**src/rtl/reg_timeout_pkg.sv**
```systemverilog
// Default regbus request/response payloads used when reg_timeout is built without explicit types.
package reg_timeout_pkg;

  localparam int unsigned ADDR_W = 32;
  localparam int unsigned DATA_W = 32;

  typedef struct packed {
    logic [ADDR_W-1:0]   addr;
    logic                write;
    logic [DATA_W-1:0]   wdata;
    logic [DATA_W/8-1:0] wstrb;
    logic                valid;
  } reg_req_t;

  typedef struct packed {
    logic [DATA_W-1:0] rdata;
    logic              error;
    logic              ready;
  } reg_rsp_t;

endpackage

```
**src/rtl/reg_timeout.sv**
```systemverilog
// Regbus watchdog: forwards transfers unchanged and terminates any transfer whose
// slave has not answered within TIMEOUT_CYCLES, with sticky abort statistics.
module reg_timeout #(
  parameter int          ADDR_WIDTH     = -1,
  parameter int          DATA_WIDTH     = -1,
  parameter int unsigned TIMEOUT_CYCLES = 256,
  parameter logic [63:0] ERR_RDATA      = 64'hBADCAB1E,
  parameter type         reg_req_t      = reg_timeout_pkg::reg_req_t,
  parameter type         reg_rsp_t      = reg_timeout_pkg::reg_rsp_t
) (
  input  logic                                            clk_i,
  input  logic                                            rst_ni,
  input  logic                                            en_i,
  input  logic                                            clear_i,
  input  reg_req_t                                        reg_req_i,
  output reg_rsp_t                                        reg_rsp_o,
  output reg_req_t                                        reg_req_o,
  input  reg_rsp_t                                        reg_rsp_i,
  output logic                                            timeout_o,
  output logic [7:0]                                      timeout_cnt_o,
  output logic [((ADDR_WIDTH > 0) ? ADDR_WIDTH : 1)-1:0]  timeout_addr_o
);

  localparam int unsigned AW = (ADDR_WIDTH > 0) ? ADDR_WIDTH : 1;
  localparam int unsigned DW = (DATA_WIDTH > 0) ? DATA_WIDTH : 32;
  localparam int unsigned CW = $clog2(TIMEOUT_CYCLES + 1);

  typedef enum logic {
    IDLE  = 1'b0,
    ABORT = 1'b1
  } state_e;

  state_e        state_q, state_d;
  logic [CW-1:0] wcnt_q, wcnt_d;
  logic          wait_c;

  assign wait_c = en_i && reg_req_i.valid && !reg_rsp_i.ready;

  // Next state, wait counter and the (combinational) bus paths.
  always_comb begin
    state_d   = state_q;
    wcnt_d    = wcnt_q;
    reg_req_o = reg_req_i;
    reg_rsp_o = reg_rsp_i;
    case (state_q)
      IDLE: begin
        if (wait_c) begin
          if (wcnt_q == CW'(TIMEOUT_CYCLES - 1)) begin
            state_d = ABORT;
            wcnt_d  = '0;
          end else begin
            wcnt_d = wcnt_q + CW'(1);
          end
        end else begin
          wcnt_d = '0;
        end
      end
      ABORT: begin
        // Slave response is discarded here, even a late ready.
        reg_req_o.valid = 1'b0;
        reg_rsp_o.ready = 1'b1;
        reg_rsp_o.error = 1'b1;
        reg_rsp_o.rdata = DW'(ERR_RDATA);
        wcnt_d          = '0;
        state_d         = IDLE;
      end
      default: begin
        state_d = IDLE;
        wcnt_d  = '0;
      end
    endcase
  end

  // State, counter and abort pulse.
  always_ff @(posedge clk_i or negedge rst_ni) begin
    if (!rst_ni) begin
      state_q   <= IDLE;
      wcnt_q    <= '0;
      timeout_o <= 1'b0;
    end else begin
      state_q   <= state_d;
      wcnt_q    <= wcnt_d;
      timeout_o <= (state_d == ABORT);
    end
  end

  // Sticky statistics; an abort coinciding with clear restarts the count at one.
  always_ff @(posedge clk_i or negedge rst_ni) begin
    if (!rst_ni) begin
      timeout_cnt_o  <= '0;
      timeout_addr_o <= '0;
    end else if (state_q == ABORT) begin
      timeout_addr_o <= AW'(reg_req_i.addr);
      if (clear_i) begin
        timeout_cnt_o <= 8'd1;
      end else if (timeout_cnt_o != 8'hFF) begin
        timeout_cnt_o <= timeout_cnt_o + 8'd1;
      end
    end else if (clear_i) begin
      timeout_cnt_o <= '0;
    end
  end

endmodule

```
**config.mk**
```make
export PLATFORM = sky130hd
export DESIGN_NAME = reg_timeout
export DESIGN_NICKNAME = d
export VERILOG_FILES = /design/src/rtl/reg_timeout_pkg.sv /design/src/rtl/reg_timeout.sv
export SDC_FILE = /design/constraint.sdc
export NUM_CORES = 1
export LEC_CHECK = 0
export CORE_MARGIN = 5
export CORE_UTILIZATION = 23
export CTS_CLUSTER_DIAMETER = 150
export DETAILED_ROUTE_END_ITERATION = 6
export GPL_TIMING_DRIVEN = 0
export HOLD_SLACK_MARGIN = 0.1
export PLACE_DENSITY = 0.83
export REMOVE_ABC_BUFFERS = 1
export SLEW_MARGIN = 0
export SYNTH_ARGS = -nofsm -noshare
export SYNTH_HDL_FRONTEND = slang
export SYNTH_SLANG_ARGS = --single-unit
```
**constraint.sdc**
```tcl
create_clock -name clk_i -period 1.45 [get_ports clk_i]
set_input_delay 0.145 -clock clk_i [delete_from_list [all_inputs] [get_ports clk_i]]
set_output_delay 0.145 -clock clk_i [all_outputs]
set_load 0.05 [all_outputs]
```
==> impl_metrics.yaml, run 1 <==
worst_setup_path:
  end_kind: "primary output"
  cp_data_arrival_time_ns: 1.43
  r2r-end: "timeout_cnt_o[5]"
  worstSetupPathType: "flip-flop to primary output"
  rrSetupSlack_ns: 0.04
  slowest_delay_ns: 0.52
  r2r_start: "state_q"
  cp_cell_sequence: "buf_6, buf_6, or2_4, buf_8"
  worstPathMaxFanout: 4
  slowest_stage: "dfrtp_4"
  worst-path-buf-inv: 3
  path_delay_family: "flip-flops"
  reg2regPathDepth: 4
  worst_setup_path_start_kind: "flip-flop"
  cpMostUsedCell: "buf_6"
  crit_required_ns: 1.31
worst_hold_path:
  min_to: "reg_req_o[8]"
  hold_path.class: "primary input to primary output"
  hold_depth: 0
  hp-start: "reg_req_i[8]"
sta:
  fmax_mhz: 637
  min_period_ns: 1.57
  worst_slew_pin_slew_ns: 0.872
  fin_skew_ns: 0.00423
  slew_violations: 0
  final-hold-violation-count: 0
  setup_tns_ns: -1.92
  finalSetupViolations: 20
  rsz0062_at_grt: "true"
  period_share_pct: 108
  relSlewSlack_pct: 41.7
  setup_ws_ns: -0.121
grt:
  grt_overflow: 0
  antenna_found_initial: 0
  grt_max_degree: 24
  gr-usage-all-layers_pct: 23.5
  grt_pass1_wl_mm: 15.2
  grt_pass1_vias: 1552
synth:
  yosysMostFrequentCell: "buf_4"
  synthTopCellsByArea: "buf_4, dfrtp_1, or2_2"
  yosys.area.top_type_share_pct: 29.9
  ys.flop_type: "dfrtp_1"
  async_flop_share_pct: 100
  syn_inst: 200
  synth_area_per_cell_um2: 8.66
  synth_common_cells: "buf_4, or2_2, dfrtp_1, nor2b_1, nor2_1"
  synthDistinctLibCells: 40
  ys.warnings.count: 0
  synth_edf_count: 0
  syn_area_um2: 1730
  ys_ff_latch: 19
  synth_area_leader_cell: "buf_4"
  ys_seq_area_share_pct: 27.5
floorplanning:
  die_w_um: 96.8
  start_util_pct: 23.7
  num_io_pins: 222
  rows: 31
  dieArea_um2: 9360
  die_h_um: 96.8
  core_um2: 7290
clock_network:
  cts.path.max_buffers: 2
  clkTransAtPathRegs_ns: 0.08
  cts_sinks: 19
  htree_levels: 1
  clockRootBuffer: "clkbuf_8"
  cts_buffers: 3
  cts_tree: "built"
  insertion_delay_ns: 0.25
  hold_buffers: 0
run:
  drv_cap: 0
placed_design:
  gp_congestion: 0.873
  port_buffers: 85
  hpwl_mm: 9.66
power:
  power.leakage_nw: 1.08
  finalPower_mw: 1.44
  powerDensity_nw_per_um2: 590
  ir_drop_mv: 0.337
layout:
  diodes: 0
  fin_nets: 329
  drive_gt1_share_pct: 44.5
  syn_to_final_growth_pct: 40.7
drt:
  vias: 1532
  dr.pass1.iters: 4
  wl_per_cell_um: 36.1
  drcViolationCount: 0
  antenna_left: 0
  wirelength_mm: 11.4
  drt_iter0_drc: 127
  avgViaCountPerCell: 4.83
run_status:
  status: "finished, violations left"
  violations: "negative setup slack"
==> worst max-delay path by stage <==
stage | to | cells past startpoint | startpoint | slack (ns)
finish | reg_rsp_o[3] | 4 | state_q | -0.12
global route | reg_rsp_o[22] | 3 | state_q | -0.15
CTS | reg_rsp_o[3] | 4 | state_q | -0.16
detailed placement | reg_rsp_o[22] | 2 | state_q | -1.03
floorplan | timeout_cnt_o[3] | 3 | state_q | -0.50
global placement | reg_rsp_o[22] | 2 | state_q | -1.03
==> registers in the layout, summed over array words and instances, names as in the netlist <==
| signal | count |
|---|---|
| wcnt_q | 9 |
| timeout_cnt_o | 8 |
| state_q | 1 |
| timeout_addr_o | 1 |
==> where the power goes <==
part | switching [mW] | internal [mW] | total [mW]
Clock | 0.178 | 0.191 | 0.369
Sequential | 0.000973 | 0.531 | 0.532
Combinational | 0.291 | 0.247 | 0.538
==> layout by cell type (no fill, tap or decap), types with 4 or more instances in the layout <==
cell             Yosys  final
nand2_1              4      4
nor2b_2              0     11
dlygate4sd2_1        0      8
buf_8                0      9
nor2_1               7      7
clkdlybuf4s50_1      0     39
nor2b_1             16      5
or2_2               21     12
or2_4                0      9
buf_6                1     32
dfrtp_1             19     16
a21oi_1              6      5
==> layout make-up <==
cell class	instances	area, um2
repair buffers	92	996
multi-input cells	101	781
flip-flops and latches	19	482
inverters	2	7.51
well taps	99	124
clock buffers	3	41.3
fillers	788	4860
clock inverters	1	5.00
==> cells by family (layout without fill, tap and decap cells) <==
| kind of cell | Yosys count | after routing | share of synthesized area, % |
|---|---|---|---|
| compound gates | 22 | 22 | 9.39 |
| xor+xnor | 3 | 3 | 1.52 |
| fa+ha+maj | 2 | 2 | 1.44 |
| buf+inv | 80 | 98 | 33.0 |
| flops | 19 | 19 | 27.5 |
| mux | 3 | 3 | 2.10 |
| simple gates | 71 | 71 | 25.1 |
==> metrics by stage <==
stage / worst slack [ns] / hold WS (ns) / utilization, % / cell area (um2) / std cells
final: -0.121 / 0.291 / 33.4 / 2440 / 317
after global placement: -1.03 / 0.292 / 29.4 / 2140 / 306
after floorplan: -0.503 / -0.151 / - / 1170 / 122
after global routing: -0.150 / 0.290 / 33.4 / 2440 / 317
after detailed placement: -1.03 / 0.292 / 29.4 / 2140 / 306
after CTS: -0.160 / 0.292 / 31.9 / 2330 / 317
==> layer usage <==
| metal | global-route usage [%] | up-vias | wire length, um |
|---|---|---|---|
| met2 | 30.1 | 186 | 4230 |
| met5 | 7.14 | - | 27 |
| li1 | - | 635 | - |
| met4 | 3.78 | 2 | 212 |
| met3 | 32.7 | 10 | 3380 |
| met1 | 21.8 | 699 | 3590 |
==> timing repair <==
action / CTS / global route
setup buffers: 7 / 0
endpoints found under the setup margin: 65 / 41
gates resized for setup: 281 / 34
pin swaps: 5 / 4
(Power assumes the default switching activity.)
==> run 2, diff against run 1 <==
--- a/config.mk
+++ b/config.mk
@@ -13,7 +13,7 @@
 export HOLD_SLACK_MARGIN = 0.1
 export PLACE_DENSITY = 0.83
 export REMOVE_ABC_BUFFERS = 1
-export SLEW_MARGIN = 0
+export SLEW_MARGIN = 25
 export SYNTH_ARGS = -nofsm -noshare
 export SYNTH_HDL_FRONTEND = slang
 export SYNTH_SLANG_ARGS = --single-unit
==> run 2 against run 1 <==
Against the previous run: clock power fell by 1%; setup slack better by 0.0051 ns; wire length grew 0.24%; sequential power about the same; critical path depth shrank 1; global-route usage about the same; clock skew up 0.00053 ns; final cell count is 1.3% higher; the run still ends with negative setup slack left; hold slack barely moved; maximum frequency rose by 0.33%; cell area increased by 0.77%.
==> impl_metrics.yaml, run 2 (same netlist as run 1, synthesis figures left out) <==
run_status:
  status: "finished, violations left"
  violations: "negative setup slack"
floorplanning:
  core_um2: 7290
  die_w_um: 96.8
  die_h_um: 96.8
  num_io_pins: 222
  start_util_pct: 23.7
  rows: 31
  dieArea_um2: 9360
layout:
  layout_common_cells: "clkdlybuf4s50_1, buf_6, dfrtp_1"
  largest-register: "wcnt_q"
  fin_nets: 333
  largest_reg_flops: 9
  drive_gt1_share_pct: 43.7
  top_regs: "wcnt_q (9), timeout_cnt_o (8)"
  diodes: 0
  final_common_cell: "clkdlybuf4s50_1"
  stdcell_area_um2: 2450
  syn_to_final_growth_pct: 41.8
  fin_util_pct: 33.7
clock_network:
  cts.path.max_buffers: 2
  cts_buffers: 3
  htree_levels: 1
  insertion_delay_ns: 0.25
  hold_buffers: 0
  clockRootBuffer: "clkbuf_8"
  cts_tree: "built"
  clkTransAtPathRegs_ns: 0.08
  cts_sinks: 19
placed_design:
  place_worst_setup_slack_ns: -0.602
  hpwl_mm: 9.66
  placed_area_um2: 2140
  port_buffers: 85
  gp_congestion: 0.873
drt:
  avgViaCountPerCell: 4.74
  wirelength_mm: 11.5
  dr.pass1.iters: 4
  antenna_left: 0
  vias: 1522
  drcViolationCount: 0
  drt_iter0_drc: 188
  wl_per_cell_um: 35.7
sta:
  slew_violations: 0
  relSlewSlack_pct: 41.1
  finalSetupViolations: 19
  worst_slew_pin_slew_ns: 0.881
  fin_skew_ns: 0.00476
  rsz0062_at_grt: "true"
  final-hold-violation-count: 0
  period_share_pct: 108
  min_period_ns: 1.57
  fmax_mhz: 639
  setup_ws_ns: -0.115
worst_hold_path:
  hold_path.class: "primary input to primary output"
worst_setup_path:
  worstPathMaxFanout: 23
  end_kind: "primary output"
  worstSetupPathType: "flip-flop to primary output"
  worst_setup_path_start_kind: "flip-flop"
  cp_data_arrival_time_ns: 1.42
  crit_required_ns: 1.31
power:
  ir_drop_mv: 0.333
  power.leakage_nw: 1.11
  powerDensity_nw_per_um2: 583
grt:
  gr-usage-all-layers_pct: 23.6
  grt_pass1_wl_mm: 15.2
  grt_overflow: 0
  grt_max_degree: 24
  grt_pass1_vias: 1604
  antenna_found_initial: 0
run:
  drv_cap: 0
-- run 2: cell count changes in the layout (fill, tap and decap cells not counted), moves of 2 or more --
cell     change
nor2b_2      -2
buf_4        +5
dfrtp_1      +2
dfrtp_2      -2
-- run 2: where the power goes --
group / total [mW] / leakage [nW] / internal [mW] / switching, mW
clock network: 0.365 / 0.0255 / 0.190 / 0.175
logic: 0.535 / 0.820 / 0.245 / 0.290
registers: 0.532 / 0.263 / 0.531 / 0.00100
total: 1.43 / 1.11 / 0.967 / 0.465
-- run 2: layer usage --
| layer | wire, um | up-vias | track usage, % | part of all wire, % |
|---|---|---|---|---|
| li1 | - | 643 | - | - |
| met1 | 3530 | 680 | 21.3 | 31 |
| met4 | 200 | 6 | 5.08 | 1.7 |
| met3 | 3370 | 10 | 32.7 | 29 |
| met5 | 149 | - | 13.7 | 1.3 |
| met2 | 4220 | 183 | 29.6 | 37 |
-- run 2: timing repair --
action | in CTS | in global routing
pin swaps | 7 | 2
endpoints found under the setup margin | 58 | 45
hold endpoints to repair | 0 | 0
setup buffers | 9 | 3
gates resized for setup | 280 | 31
-- run 2: critical path, cell delays in order, from the launching register on --
cell and delay [ns]:
dfrtp_4 0.52, buf_12 0.17, or2_2 0.31, buf_6 0.17
-- run 2: metrics by stage --
stage	power [mW]	TNS, ns	std cells	hold WS (ns)
after global placement	1.03	-41.14	306	0.292
after global routing	1.49	-2.98	321	0.290
after floorplan	0.779	-17.08	122	-0.151
after detailed placement	1.03	-19.59	306	0.292
final	1.43	-1.99	321	0.291
after CTS	1.42	-1.98	319	0.292
-- run 2: worst paths after layout --
check                              start  slack, ns  depth (start not counted)               end
setup / recovery                 state_q      -0.12                          3     reg_rsp_o[22]
hold / removal             reg_req_i[26]       0.29                          0     reg_req_o[26]
setup reg to reg                 state_q       0.03                          4         wcnt_q[4]
hold reg to reg                wcnt_q[0]       0.47                          1         wcnt_q[0]
max in group asynchronous         rst_ni       0.42                          1           state_q
min in group asynchronous         rst_ni       0.39                          1  timeout_cnt_o[0]
-- run 2: cell type report --
class / instances / area (um2)
Fill cell: 778 / 4840
Inverter: 2 / 7.51
Timing Repair Buffer: 96 / 1020
Sequential cell: 19 / 479
Multi-Input combinational cell: 101 / 776
Clock inverter: 1 / 5.00
Tap cell: 99 / 124
Clock buffer: 3 / 41.3
